==> config.mk <==
export PLATFORM = sky130hd
export DESIGN_NAME = aes_key_expand
export DESIGN_NICKNAME = d
export VERILOG_FILES = /design/src/rtl/aes_pkg.sv /design/src/rtl/aes_sbox.sv /design/src/rtl/aes_key_expand.sv
export SDC_FILE = /design/constraint.sdc
export NUM_CORES = 1
export LEC_CHECK = 0
export ABC_AREA = 1
export BUFFER_PORTS_ARGS = -buffer_cell sky130_fd_sc_hd__buf_2
export CORE_MARGIN = 5
export CORE_UTILIZATION = 40
export DETAILED_ROUTE_END_ITERATION = 10
export HOLD_SLACK_MARGIN = 0.12
export PLACE_DENSITY_LB_ADDON = 0.25
export SLEW_MARGIN = 20
export SYNTH_ARGS = -nofsm -noshare
export SYNTH_HDL_FRONTEND = slang
export SYNTH_SLANG_ARGS = --single-unit
==> constraint.sdc <==
create_clock -name clk -period 5.9 [get_ports clk]
set_clock_uncertainty 0.2 [all_clocks]
set_input_delay 1.18 -clock clk [delete_from_list [all_inputs] [get_ports clk]]
set_output_delay 1.18 -clock clk [all_outputs]
set_load 0.1 [all_outputs]
==> src/rtl/aes_pkg.sv <==
// Shared types and constants for the AES-128 key-schedule generator.
package aes_pkg;

    localparam int KEY_W     = 128;
    localparam int NB_ROUNDS = 10;

    typedef enum logic {
        ST_IDLE,
        ST_RUN
    } keyexp_state_t;

    typedef enum logic {
        DIR_FWD,
        DIR_REV
    } keyexp_dir_t;

    // Round constant for round r (1..10); other indices are never consumed.
    function automatic logic [7:0] rcon(input logic [3:0] r);
        logic [7:0] rc;
        case (r)
            4'd1:    rc = 8'h01;
            4'd2:    rc = 8'h02;
            4'd3:    rc = 8'h04;
            4'd4:    rc = 8'h08;
            4'd5:    rc = 8'h10;
            4'd6:    rc = 8'h20;
            4'd7:    rc = 8'h40;
            4'd8:    rc = 8'h80;
            4'd9:    rc = 8'h1b;
            4'd10:   rc = 8'h36;
            default: rc = 8'h00;
        endcase
        return rc;
    endfunction

endpackage

==> src/rtl/aes_sbox.sv <==
// Combinational AES forward S-box, one byte in, one byte out.
module aes_sbox (
    input  logic [7:0] in_byte,
    output logic [7:0] out_byte
);

    // Row-major table: entry 0 is the leftmost byte.
    localparam logic [0:255][7:0] SBOX = {
        128'h637c777bf26b6fc53001672bfed7ab76,
        128'hca82c97dfa5947f0add4a2af9ca472c0,
        128'hb7fd9326363ff7cc34a5e5f171d83115,
        128'h04c723c31896059a071280e2eb27b275,
        128'h09832c1a1b6e5aa0523bd6b329e32f84,
        128'h53d100ed20fcb15b6acbbe394a4c58cf,
        128'hd0efaafb434d338545f9027f503c9fa8,
        128'h51a3408f929d38f5bcb6da2110fff3d2,
        128'hcd0c13ec5f974417c4a77e3d645d1973,
        128'h60814fdc222a908846eeb814de5e0bdb,
        128'he0323a0a4906245cc2d3ac629195e479,
        128'he7c8376d8dd54ea96c56f4ea657aae08,
        128'hba78252e1ca6b4c6e8dd741f4bbd8b8a,
        128'h703eb5664803f60e613557b986c11d9e,
        128'he1f8981169d98e949b1e87e9ce5528df,
        128'h8ca1890dbfe6426841992d0fb054bb16
    };

    assign out_byte = SBOX[in_byte];

endmodule

==> src/rtl/aes_key_expand.sv <==
// Iterative AES-128 key schedule emitting round keys 0..10 over a valid/ready handshake.
// Reverse expansion (round 10 down to 0) is built only when KEY_EXPAND_REVERSE_EN is defined.
module aes_key_expand
    import aes_pkg::*;
#(
    parameter int NB_ROUNDS = 10,
    parameter int KEY_W     = 128
) (
    input  logic             clk,
    input  logic             reset,
    input  logic             start,
    input  logic             start_rev,
    input  logic [KEY_W-1:0] key_in,
    output logic             idle,
    output logic [KEY_W-1:0] rk_out,
    output logic [3:0]       rk_idx,
    output logic             rk_valid,
    input  logic             rk_ready,
    output logic             done
);

    generate
        if (NB_ROUNDS != 10 || KEY_W != 128) begin : g_bad_cfg
            $error("aes_key_expand supports only NB_ROUNDS=10 and KEY_W=128");
        end
    endgenerate

    localparam logic [3:0] LAST_IDX = 4'(NB_ROUNDS);

    keyexp_state_t    state_q, state_d;
    logic [KEY_W-1:0] rk_q, rk_d;
    logic [3:0]       idx_q, idx_d;
    logic             done_q, done_d;

    logic [31:0] w0, w1, w2, w3;
    logic [31:0] sub_in, rot_word, sub_word;
    logic [31:0] fwd_t, n0, n1, n2, n3;
    logic [KEY_W-1:0] fwd_key;

    assign w0 = rk_q[127:96];
    assign w1 = rk_q[95:64];
    assign w2 = rk_q[63:32];
    assign w3 = rk_q[31:0];

`ifdef KEY_EXPAND_REVERSE_EN
    keyexp_dir_t      dir_q, dir_d;
    logic [31:0]      p0, p1, p2, p3;
    logic [KEY_W-1:0] rev_key;

    assign p3 = w3 ^ w2;
    assign p2 = w2 ^ w1;
    assign p1 = w1 ^ w0;

    // Both directions share the four S-boxes; only the word fed in differs.
    assign sub_in = (dir_q == DIR_REV) ? p3 : w3;
`else
    logic unused_start_rev;

    assign unused_start_rev = start_rev;
    assign sub_in           = w3;
`endif

    assign rot_word = {sub_in[23:0], sub_in[31:24]};

    for (genvar b = 0; b < 4; b++) begin : g_sbox
        aes_sbox u_sbox (
            .in_byte  (rot_word[8*b +: 8]),
            .out_byte (sub_word[8*b +: 8])
        );
    end

    assign fwd_t   = sub_word ^ {rcon(idx_q + 4'd1), 24'h0};
    assign n0      = w0 ^ fwd_t;
    assign n1      = w1 ^ n0;
    assign n2      = w2 ^ n1;
    assign n3      = w3 ^ n2;
    assign fwd_key = {n0, n1, n2, n3};

`ifdef KEY_EXPAND_REVERSE_EN
    assign p0      = w0 ^ sub_word ^ {rcon(idx_q), 24'h0};
    assign rev_key = {p0, p1, p2, p3};
`endif

    always_comb begin
        state_d = state_q;
        rk_d    = rk_q;
        idx_d   = idx_q;
        done_d  = 1'b0;
`ifdef KEY_EXPAND_REVERSE_EN
        dir_d   = dir_q;
`endif
        case (state_q)
            ST_IDLE: begin
                if (start) begin
                    state_d = ST_RUN;
                    rk_d    = key_in;
                    idx_d   = '0;
`ifdef KEY_EXPAND_REVERSE_EN
                    dir_d   = DIR_FWD;
                end else if (start_rev) begin
                    state_d = ST_RUN;
                    rk_d    = key_in;
                    idx_d   = LAST_IDX;
                    dir_d   = DIR_REV;
`endif
                end
            end
            ST_RUN: begin
                if (rk_ready) begin
`ifdef KEY_EXPAND_REVERSE_EN
                    if (dir_q == DIR_REV) begin
                        if (idx_q == '0) begin
                            state_d = ST_IDLE;
                            done_d  = 1'b1;
                        end else begin
                            rk_d  = rev_key;
                            idx_d = idx_q - 4'd1;
                        end
                    end else
`endif
                    begin
                        if (idx_q == LAST_IDX) begin
                            state_d = ST_IDLE;
                            done_d  = 1'b1;
                        end else begin
                            rk_d  = fwd_key;
                            idx_d = idx_q + 4'd1;
                        end
                    end
                end
            end
            default: state_d = ST_IDLE;
        endcase
    end

    always_ff @(posedge clk) begin
        if (reset) begin
            state_q <= ST_IDLE;
            rk_q    <= '0;
            idx_q   <= '0;
            done_q  <= 1'b0;
`ifdef KEY_EXPAND_REVERSE_EN
            dir_q   <= DIR_FWD;
`endif
        end else begin
            state_q <= state_d;
            rk_q    <= rk_d;
            idx_q   <= idx_d;
            done_q  <= done_d;
`ifdef KEY_EXPAND_REVERSE_EN
            dir_q   <= dir_d;
`endif
        end
    end

    assign idle     = (state_q == ST_IDLE);
    assign rk_valid = (state_q == ST_RUN);
    assign rk_out   = rk_q;
    assign rk_idx   = idx_q;
    assign done     = done_q;

endmodule
==> out/metrics.cfg, run 1 <==
[cells_and_area]
fillers=5726
fin_area_um2=22000
fin_nets=4170
area_growth_syn_to_layout_pct=8.87
drive_above_1_share_pct=10.5
post-route-util_pct=43.9

[yosys]
synth_compound_area_share_pct=10.9
synth_area_leaders=nand3_1 (29%), nand2_1 (23%), dfxtp_1 (13%), nor2_1 (6.2%), a21oi_1 (5.8%)
netlist_instances=3914
synth.avg_cell_area_um2=5.15
synthXorXnorAreaFrac_pct=0.261
synth_nets=4110
synth_top_cell_area_share_pct=28.9
synth_top_family_by_area=simple AND/OR/NAND/NOR gates
yosys_register_bits=134
synth_fa_ha_area_share_pct=3.95
ys_seq_area_share_pct=13.3
synth_mux_area_share_pct=0
yosysTopAreaCell=nand3_1
netlist_area_um2=20200
synth_simple_gate_area_share_pct=60.9
synth.distinct_cells=34
yosys_warnings=0

[floorplanning]
ios=268
dieArea_um2=55000
die_w_um=235
start_util_pct=40.4
num_rows=82
die_h_um=235
core_area_um2=50000

[worst_setup_path]
cp_slowest_cell=dfxtp_1
path_class=reg -> reg
startpoint_type=flip-flop
cp.arrival_ps=4140
crit_required_ps=6060
cp_max_fo=13
crit_path_cell_trace=inv_2 -> ha_1 -> inv_1 -> nand2_1 -> nand3_1 -> nand3_1 -> nand3_1 -> nand3_1 -> nand3_1 -> nand2_1 -> nand2_1 -> nand2_1 -> nand2_1 -> nand3_1 -> nand2_1 -> o21ai_0 -> a21oi_1
slowest_delay_ps=740
end_kind=flip-flop

[timing]
drv_slew=0
relSlewSlack_pct=25.3
tns_ps=0
grt_setup_unrepaired=false
fmax_mhz=251
fin_crit_ps=3980
hold_ws_ps=288
worst_pin_slew_ps=1120
fin_ws_ps=1920
setup_viol=0
hold_viol=0
fin_crit_sh_pct=67.5

[route]
vias=28200
routed_wl_um=94900
drc_errors=0
ant_nets=0
avgRoutedWirePerCell_um=20.4
drt_iter0_markers=4465
viasPerCell=6.04
dr.pass1.iters=8

[placement]
place_area_um2=21400
place_ws_ps=2030
globalplace.congestion=1.04
numPortBuffers=266
dpl.hpwl_um=65500

[pwr]
p_per_area_nw_per_um2=290
peakVddDrop_v=0.000192
leakage_nw=10.8

[global_routing]
grt_max_degree=93
grt_pass1_vias=24600
grt_first_pass_wirelength_um=142000
antenna_found_initial=4
grt-ovfl-total=0
grt_usage_pct=32.5

[cts]
insertion_delay_ps=500
path_clk_slew_ps=70
cts_buffers=17
cts_hold_buffers=0
cts_buffer_depth=2
post_cts_buffers=0
post_cts_resized=0
clock_sinks=134
cts_tree=yes
root_buffer=clkbuf_16
cts_max_level=4

[job]
max-cap-violations=0

[status]
status=complete, no violations

[min_path]
min_path_type=reg -> reg

## worst paths after layout
kind / startpoint / slack, ps / end / cells after the start
max: rk_out[24] / 1920 / rk_out[37] / 17
min: rk_out[117] / 290 / rk_out[117] / 2
max reg2reg: rk_out[24] / 1920 / rk_out[37] / 17
min reg2reg: rk_out[117] / 290 / rk_out[117] / 2
## logic make-up (layout without fill, tap and decap cells)
logic type / count (synthesis) / count (layout)
and+or+nand+nor: 2813 / 2813
buffers and inverters: 489 / 562
AOI/OAI and AO/OA: 409 / 409
DFF: 134 / 134
adders and majority gates: 63 / 63
xor gates and xnor gates: 6 / 6
other: 0 / 3
## where the power goes
part	total (W)	switching (W)	leakage [nW]	internal, W
sequential	0.00112	0.000125	1.11	0.000998
combinational	0.00414	0.00310	9.44	0.00104
clock	0.00110	0.000521	0.257	0.000583
total	0.00637	0.00374	10.8	0.00262
## through the flow
step / power, W / std cells
after floorplan: 0.00418 / 3914
after global placement: 0.00513 / 4627
after detailed placement: 0.00514 / 4627
after CTS: 0.00626 / 4659
after global routing: 0.00675 / 4661
final: 0.00637 / 4662
## layer usage
metal | share of wire [%] | GRT usage, % | vias to the layer above
met5 | 0.014 | 0 | -
met4 | 6.1 | 17.7 | 2
met3 | 13 | 8.59 | 406
met2 | 42 | 47.6 | 2040
met1 | 39 | 43.4 | 12500
li1 | - | - | 13200
## cells in the mapped netlist (all sizes together)
cell type	n
nand3b	19
nor3	3
a21o	1
o211ai	51
a211oi	1
ha	62
and2	2
nand3	1167
fa	1
clkbuf	102
inv	204
a21oi	237
xnor2	1
xor2	5
nor2	336
o21ai	119
or2	6
dfxtp	134
nand4	23
nand2	1257
clkinv	9
buf	174
## sequential cells by signal (all words and copies together) (netlist names)
signal and count:
rk_out 128, rk_idx 4, done 1, rk_valid 1
## worst max-delay path: cells and delay by family, from the launching register on
kind | cells | cell delay (ps)
AOI/OAI and AO/OA | 2 | 410
DFF | 1 | 740
and+or+nand+nor | 12 | 1570
buffers and inverters | 2 | 360
adders and majority gates | 1 | 560
## area by class of cell
type	instances	area (µm²)	area share, %
sequential	134	2700	12.3
antenna	3	7.51	0.0342
inverter	213	805	3.66
timing repair buffer	317	1720	7.82
multi-input combinational	3291	15300	69.8
clock inverter	13	125	0.570
clock buffer	19	433	1.97
tap	672	841	3.83
## layout by cell type, fill, tap and decap left out, types with 4 or more instances in the layout
cell type	instances
dfxtp_1	125
o211ai_1	51
nor2_2	4
nand3_1	1163
buf_2	265
clkinvlp_4	5
dfxtp_2	8
clkbuf_16	17
o21ai_1	8
nor2_1	332
nand2_1	1231
nand2_2	26
nand3b_1	18
nand4_1	23
a21oi_2	5
a21oi_1	231
clkinv_1	10
inv_1	188
xor2_1	5
nand3_2	4
buf_4	52
or2_2	6
o21ai_0	111
ha_1	62
inv_2	13
Power figures use the tool's default switching activity.
==> inputs of run 2 (changes only) <==
Clock period 5.9 ns to 4.12 ns, I/O delays scaled along.
==> run 2 against run 1 <==
Sequential share of layout area is 0.26 points lower; register-to-register slack worse by 1400 ps; cell count is 0.69% higher; first-iteration DRC count is 4.4% higher; setup slack worse by 1400 ps; critical path depth is 3 higher; sequential cell count stayed put; critical endpoint is now rk_out[25].
==> out/metrics.cfg, run 2 (synthesis results as in run 1) <==
[route]
avgRoutedWirePerCell_um=21.2
ant_nets=0
viasPerCell=6.06
drc_errors=0
vias=28400
drt_iter0_markers=4661
dr.pass1.iters=6
routed_wl_um=99300

[floorplanning]
start_util_pct=40.4
core_area_um2=50000
num_rows=82
dieArea_um2=55000
die_w_um=235
ios=268
die_h_um=235

[global_routing]
grt_pass1_vias=25300
grt-ovfl-total=0
grt_usage_pct=34.4
antenna_found_initial=4
grt_first_pass_wirelength_um=149000
grt_max_degree=223

[cts]
cts_max_level=4
cts_buffer_depth=2
cts_hold_buffers=0
post_cts_buffers=0
clock_sinks=134
post_cts_resized=0
path_clk_slew_ps=70
insertion_delay_ps=490
cts_tree=yes
cts_buffers=17
root_buffer=clkbuf_16

[timing]
drv_slew=0
setup_viol=0
fin_crit_sh_pct=87.7
relSlewSlack_pct=30.9
tns_ps=0
hold_viol=0
worst_pin_slew_ps=1040
grt_setup_unrepaired=false
fmax_mhz=277
fin_crit_ps=3610
hold_ws_ps=291
fin_ws_ps=506

[pwr]
p_per_area_nw_per_um2=422
leakage_nw=11.1
peakVddDrop_v=0.000273

[cells_and_area]
fillers=5757
fin_area_um2=22400
largest_reg_flops=128
final_cells=4694
final_common_cell=nand2_1
drive_above_1_share_pct=11.3
fin_nets=4204
final_cell_mix=nand2_1 (1,231), nand3_1 (1,163), nor2_1 (332)
area_growth_syn_to_layout_pct=11.2

[status]
status=complete, no violations

[worst_setup_path]
cpMostUsedCell=nand2_1
cp_slowest_cell=o21ai_0
startpoint_type=flip-flop
path_class=reg -> reg
end_kind=flip-flop
crit_path_cell_trace=inv_1 -> ha_1 -> inv_1 -> nand2_1 -> nand2_1 -> nand3_1 -> o21ai_0 -> nor2_1 -> nand2_1 -> nand2_1 -> nand2_1 -> nand3_1 -> nand3_1 -> nand2_1 -> nand2_1 -> nand2_1 -> nand2_1 -> nand3_1 -> nand2_1 -> a21oi_2
cp_max_fo=7
slowest_delay_ps=390
cp.arrival_ps=3760
crit_required_ps=4270

[job]
max-cap-violations=0

[placement]
globalplace.congestion=1.05
dpl.cell_count=4661
dpl.hpwl_um=70300
numPortBuffers=266
place_ws_ps=734
place_area_um2=21800

[min_path]
min_path_type=reg -> reg

==> run 2: critical path, delay by kind of cell, from the launching register on <==
family,cells,cell delay [ps]
AND/OR/NAND/NOR,15,1840
AO/OA/AOI/OAI,2,450
buffers and inverters,2,370
flip-flops,1,310
adder cells (fa/ha/maj),1,300
==> run 2: final timing paths <==
| path | from | to | slack [ps] | cells after the start |
|---|---|---|---|---|
| max reg2reg | rk_out[16] | rk_out[25] | 510 | 20 |
| max | rk_out[16] | rk_out[25] | 510 | 20 |
| min | rk_out[42] | rk_out[42] | 290 | 2 |
| min reg2reg | rk_out[42] | rk_out[42] | 290 | 2 |
==> run 2: per-stage QoR <==
step                total power, W  utilization (%)
finish                     0.00947             44.9
global route                0.0100             44.9
floorplan                  0.00599                -
detailed placement         0.00749             43.6
global placement           0.00751             43.6
CTS                        0.00932             44.9
==> run 2: routing by layer <==
layer  routed length, µm  vias to the layer above  global-route usage (%)
met1               38600                    12700                    45.6
li1                    -                    13300                       -
met4                6100                        6                    18.3
met2               42100                     2017                    52.0
met3               12500                      384                    7.98
met5                  46                        -                       0
==> run 2: report_power, final <==
part / switching, W / total (W) / internal [W]
registers: 0.000154 / 0.00158 / 0.00143
clock network: 0.000759 / 0.00181 / 0.00105
logic: 0.00451 / 0.00607 / 0.00156
==> run 2: final cells by class <==
| class | count | area (µm²) | share of cell area [%] |
|---|---|---|---|
| antenna | 1 | 2.50 | 0.0112 |
| clock buffer | 19 | 453 | 2.02 |
| clock inverter | 13 | 191 | 0.854 |
| inverter | 213 | 805 | 3.59 |
| multi-input combinational | 3291 | 15300 | 68.3 |
| sequential | 134 | 2700 | 12.0 |
| tap | 672 | 841 | 3.75 |
| timing repair buffer | 351 | 2110 | 9.41 |
